[src/rtl/pipe_stage_buffer.sv]
// pipe_stage_buffer: elastic FIFO between pipeline stages under a valid/ready
// handshake. Stall appears as backpressure (in_ready low), squash as flush.
// There is no explicit FSM. Occupancy (count) encodes EMPTY / PARTIAL / FULL.
// in_ready and out_valid depend only on registered count, so there is no
// combinational path from out_ready to in_ready.
// Optional feature: define PIPE_STALL_CNT_EN to add the 16-bit stall_cnt
// performance counter.
module pipe_stage_buffer #(
  parameter int WIDTH = 32,
  parameter int DEPTH = 2
) (
  input  logic                       CLK,
  input  logic                       RST,
  input  logic                       flush,
  input  logic                       in_valid,
  output logic                       in_ready,
  input  logic [WIDTH-1:0]           in_data,
  output logic                       out_valid,
  input  logic                       out_ready,
  output logic [WIDTH-1:0]           out_data,
`ifdef PIPE_STALL_CNT_EN
  output logic [15:0]                stall_cnt,
`endif
  output logic [$clog2(DEPTH+1)-1:0] count
);

  localparam int PW = $clog2(DEPTH);
  localparam int CW = $clog2(DEPTH+1);

  logic [WIDTH-1:0] mem [DEPTH];
  logic [PW-1:0]    wr_ptr;
  logic [PW-1:0]    rd_ptr;
  logic             push;
  logic             pop;

  // A full buffer refuses a push even if the head leaves in the same cycle.
  assign in_ready  = (count != CW'(DEPTH)) & ~RST;
  assign out_valid = (count != '0);
  assign out_data  = out_valid ? mem[rd_ptr] : '0;
  assign push      = in_valid & in_ready;
  assign pop       = out_valid & out_ready;

  // Storage write. The array is not reset, and a push during a flush is dropped.
  always_ff @(posedge CLK) begin
    if (push && !flush) begin
      mem[wr_ptr] <= in_data;
    end
  end

  // Pointers and occupancy. Priority is RST, then flush, then push/pop.
  always_ff @(posedge CLK) begin
    if (RST || flush) begin
      wr_ptr <= '0;
      rd_ptr <= '0;
      count  <= '0;
    end else begin
      if (push) wr_ptr <= wr_ptr + PW'(1);
      if (pop)  rd_ptr <= rd_ptr + PW'(1);
      if (push && !pop) begin
        count <= count + CW'(1);
      end else if (pop && !push) begin
        count <= count - CW'(1);
      end
    end
  end

`ifdef PIPE_STALL_CNT_EN
  // Saturating count of downstream stall cycles. Only reset clears it.
  always_ff @(posedge CLK) begin
    if (RST) begin
      stall_cnt <= '0;
    end else if (out_valid && !out_ready && (stall_cnt != 16'hFFFF)) begin
      stall_cnt <= stall_cnt + 16'd1;
    end
  end
`endif

endmodule
[config.mk]
export PLATFORM = sky130hd
export DESIGN_NAME = pipe_stage_buffer
export DESIGN_NICKNAME = d
export VERILOG_FILES = /design/src/rtl/pipe_stage_buffer.sv
export SDC_FILE = /design/constraint.sdc
export NUM_CORES = 1
export LEC_CHECK = 0
export CAP_MARGIN = 20
export CORE_MARGIN = 8
export CORE_UTILIZATION = 30
export DETAILED_ROUTE_END_ITERATION = 16
export PLACE_DENSITY_LB_ADDON = 0.12
export SYNTH_ARGS = -nofsm -noshare
export SYNTH_HDL_FRONTEND = slang
export SYNTH_SLANG_ARGS = --single-unit
[constraint.sdc]
create_clock -name CLK -period 5 [get_ports CLK]
set_input_delay 0.75 -clock CLK [delete_from_list [all_inputs] [get_ports CLK]]
set_output_delay 0.75 -clock CLK [all_outputs]
set_load 0.01 [all_outputs]
==> impl_results.md <==
* Period Utilization, post-route at 60.6%
* Multi-input gate area at a little under 600 sq um
* Avg WL per Cell at between 15 and 20 microns
* Total gr overflow at 0
* Post-CTS Hold Buffers at 0
* # Post-CTS Setup Buffers at 0
* GRT Util Overall at under 10%
* Seq/Total Area, Yosys at 76.2%
* DR DRC count at 0
* DP Wirelength at approximately 3.6 mm
* Post-route setup slack at 1970 ps
* Post-synthesis cell area at between 2000 and 3000 sq um
* Seq cells post-synth at 69
* Die Ht at approximately 110 microns
* Max FO, Critical Path at 32
* Max IR drop VDD at ~0.00015 V
* Final net count at 281
* Status: completed
* Critical Path RT at 4250 ps
* DP Worst Slack at 1890 ps
* Pins Over Slew Limit at 0
* Area Overhead vs Synth at 41.0%
* Layout fillers at 786
* Pin count of the biggest net entering global routing at 33
* Placed Area at 3510 sq um
* Least-Margin Pin Slew at 1040 ps
* Clk root buf: clkbuf_8
* Netlist cell types at 17
* ANT nets after route at 0
* Num CTS Buffers at 9
* Post-CTS sizing at 0
* CTS tree: built
* Total power draw at approximately 1300 uW
* Max clock buf depth at 2
* Sequential Area at 2020 sq um
* Setup_tns at 0 ps
* Crit end category: output port
* Clk_lat worst skew at 330 ps
* Total wire length at 5.47 mm
* Htree depth at 3
* P_leak at between 0.001 and 0.0015 uW
* Relative slew slack at 30.6%
* Die X at 110 microns
* Synthesized instance count at 164
* Setup repair after global routing missed its margin: no
* Port buffer count at 72
* Post-route minimum period at just over 3000 ps
* # IOs at 73
* Syn nets at 202
* Clock sink count at 69
* Row count at 34
* Critical path class: reg -> out
* Global-route wire length before repair at 8.48 mm
* F_max at 330 MHz
* Initial antenna violation count at 0
* Hold Fails Final Rpt at 0
* Vias in the first global route at 1682
* Post-route cell area at 3740 sq um
* Initial Utilization at 30.7%
* DR vias at between 1500 and 2000
* PD cells at roughly 350 nW/um^2
* Final setup violation count at 0
* Clk_skew at ~5.5 ps
* Worst Hold Class: reg -> reg
* Critical path launch point type: flip-flop
* Final Wtd Congestion at 0.680
* Antenna diodes at 0
* Core Region at 8640 sq um
* 1st-iter DRT viols at 48
* Avg Vias per Cell at 4.37
* Share of layout cells above drive strength 1 at 10.1%
* Average size of a mapped cell at 16.2 sq um
* Critical Path AT at 2280 ps
* DRT Pass-1 Iters at 4
* Full die area at 12100 sq um
* Max-Cap Viols at 0
* Worst-path clk slew at 70 ps
* Synth Warn # at 0
-- area by class of cell --
cell class	count	area share (%)
timing repair buffer	75	19.9
sequential	69	54.0
clock buffer	9	3.31
tap	108	3.61
inverter	3	0.301
clock inverter	7	3.04
multi-input combinational	85	15.8
-- metrics by stage --
| stage | hold WS, ps | instances | util, % |
|---|---|---|---|
| after floorplan | 465 | 164 | - |
| after global placement | 489 | 340 | 40.6 |
| after detailed placement | 494 | 340 | 40.6 |
| after CTS | 517 | 356 | 43.3 |
| after global routing | 534 | 356 | 43.3 |
| final | 510 | 356 | 43.3 |
-- path summary, 6_finish.rpt --
path | from | to | slack (ps) | cells after the start
max reg2reg | count[0]$_SDFFE_PP0P_ | mem[1][24]$_DFFE_PP_ | 2700 | 4
min reg2reg | rd_ptr$_SDFFE_PP0P_ | rd_ptr$_SDFFE_PP0P_ | 510 | 2
min | rd_ptr$_SDFFE_PP0P_ | rd_ptr$_SDFFE_PP0P_ | 510 | 2
max | flip-flop | out_data[4] | 1970 | 3
-- synthesized netlist by cell type, drive strengths merged --
| library cell | count | share of area, % |
|---|---|---|
| edfxtp | 64 | 72 |
| nor2 | 37 | 5.2 |
| mux2i | 32 | 12 |
| buf | 7 | 1.6 |
| dfxtp | 5 | 3.8 |
| inv | 3 | 0.42 |
| o21ai | 3 | 0.57 |
| or3 | 3 | 0.90 |
| xor2 | 3 | 0.99 |
| a21oi | 2 | 0.38 |
| ha | 1 | 0.47 |
| nor2b | 1 | 0.33 |
| nor3 | 1 | 0.19 |
| nor3b | 1 | 0.47 |
| or2 | 1 | 0.24 |
-- routing by layer --
layer	share of wire, %	vias to the layer above	routed length, microns	GRT usage (%)
li1	-	757	-	-
met1	43	741	2350	10.6
met2	48	48	2610	15.2
met3	7.1	11	391	3.26
met4	2.1	0	115	5.79
met5	0	-	0	0
-- power breakdown --
part / internal, uW / total [uW] / switching [uW] / leakage, uW
combinational: 69.4 / 121 / 51.2 / 0.000472
sequential: 643 / 651 / 7.29 / 0.000622
clock: 328 / 532 / 203 / 0.000113
-- critical path, stage by stage (launching register included) --
cell	delay [ps]
dfxtp_2	1020
mux2i_1	170
nor2_1	190
clkdlybuf4s50_1	570
-- placed cells by master, fill, tap and decap left out --
cell type / instances
a21oi_1: 2
buf_4: 3
bufinv_16: 3
clkbuf_8: 9
clkdlybuf4s50_1: 72
clkinv_1: 1
clkinv_2: 1
clkinvlp_4: 2
dfxtp_1: 4
dfxtp_2: 1
edfxtp_1: 64
ha_1: 1
inv_1: 3
mux2i_1: 32
nor2_1: 36
nor2_2: 1
nor2b_2: 1
nor3_2: 1
nor3b_4: 1
o21ai_0: 3
or2_2: 1
or3_1: 2
or3_4: 1
xor2_1: 3
-- state kept, by name, summed over array words and instances, names as in the netlist, named ones only --
| signal | cells |
|---|---|
| mem | 64 |
| count | 2 |
| rd_ptr | 1 |
| wr_ptr | 1 |
-- cell families (layout without fill, tap and decap cells) --
group / count (synthesis) / after routing / share of synthesized area, %
buffers and inverters: 10 / 94 / 2.03
adder cells (fa/ha/maj): 1 / 1 / 0.471
AO/OA/AOI/OAI: 5 / 5 / 0.942
flip-flops: 69 / 69 / 76.2
XOR/XNOR: 3 / 3 / 0.990
AND/OR/NAND/NOR: 44 / 44 / 7.35
multiplexers: 32 / 32 / 12.1
(Power assumes the default switching activity.)
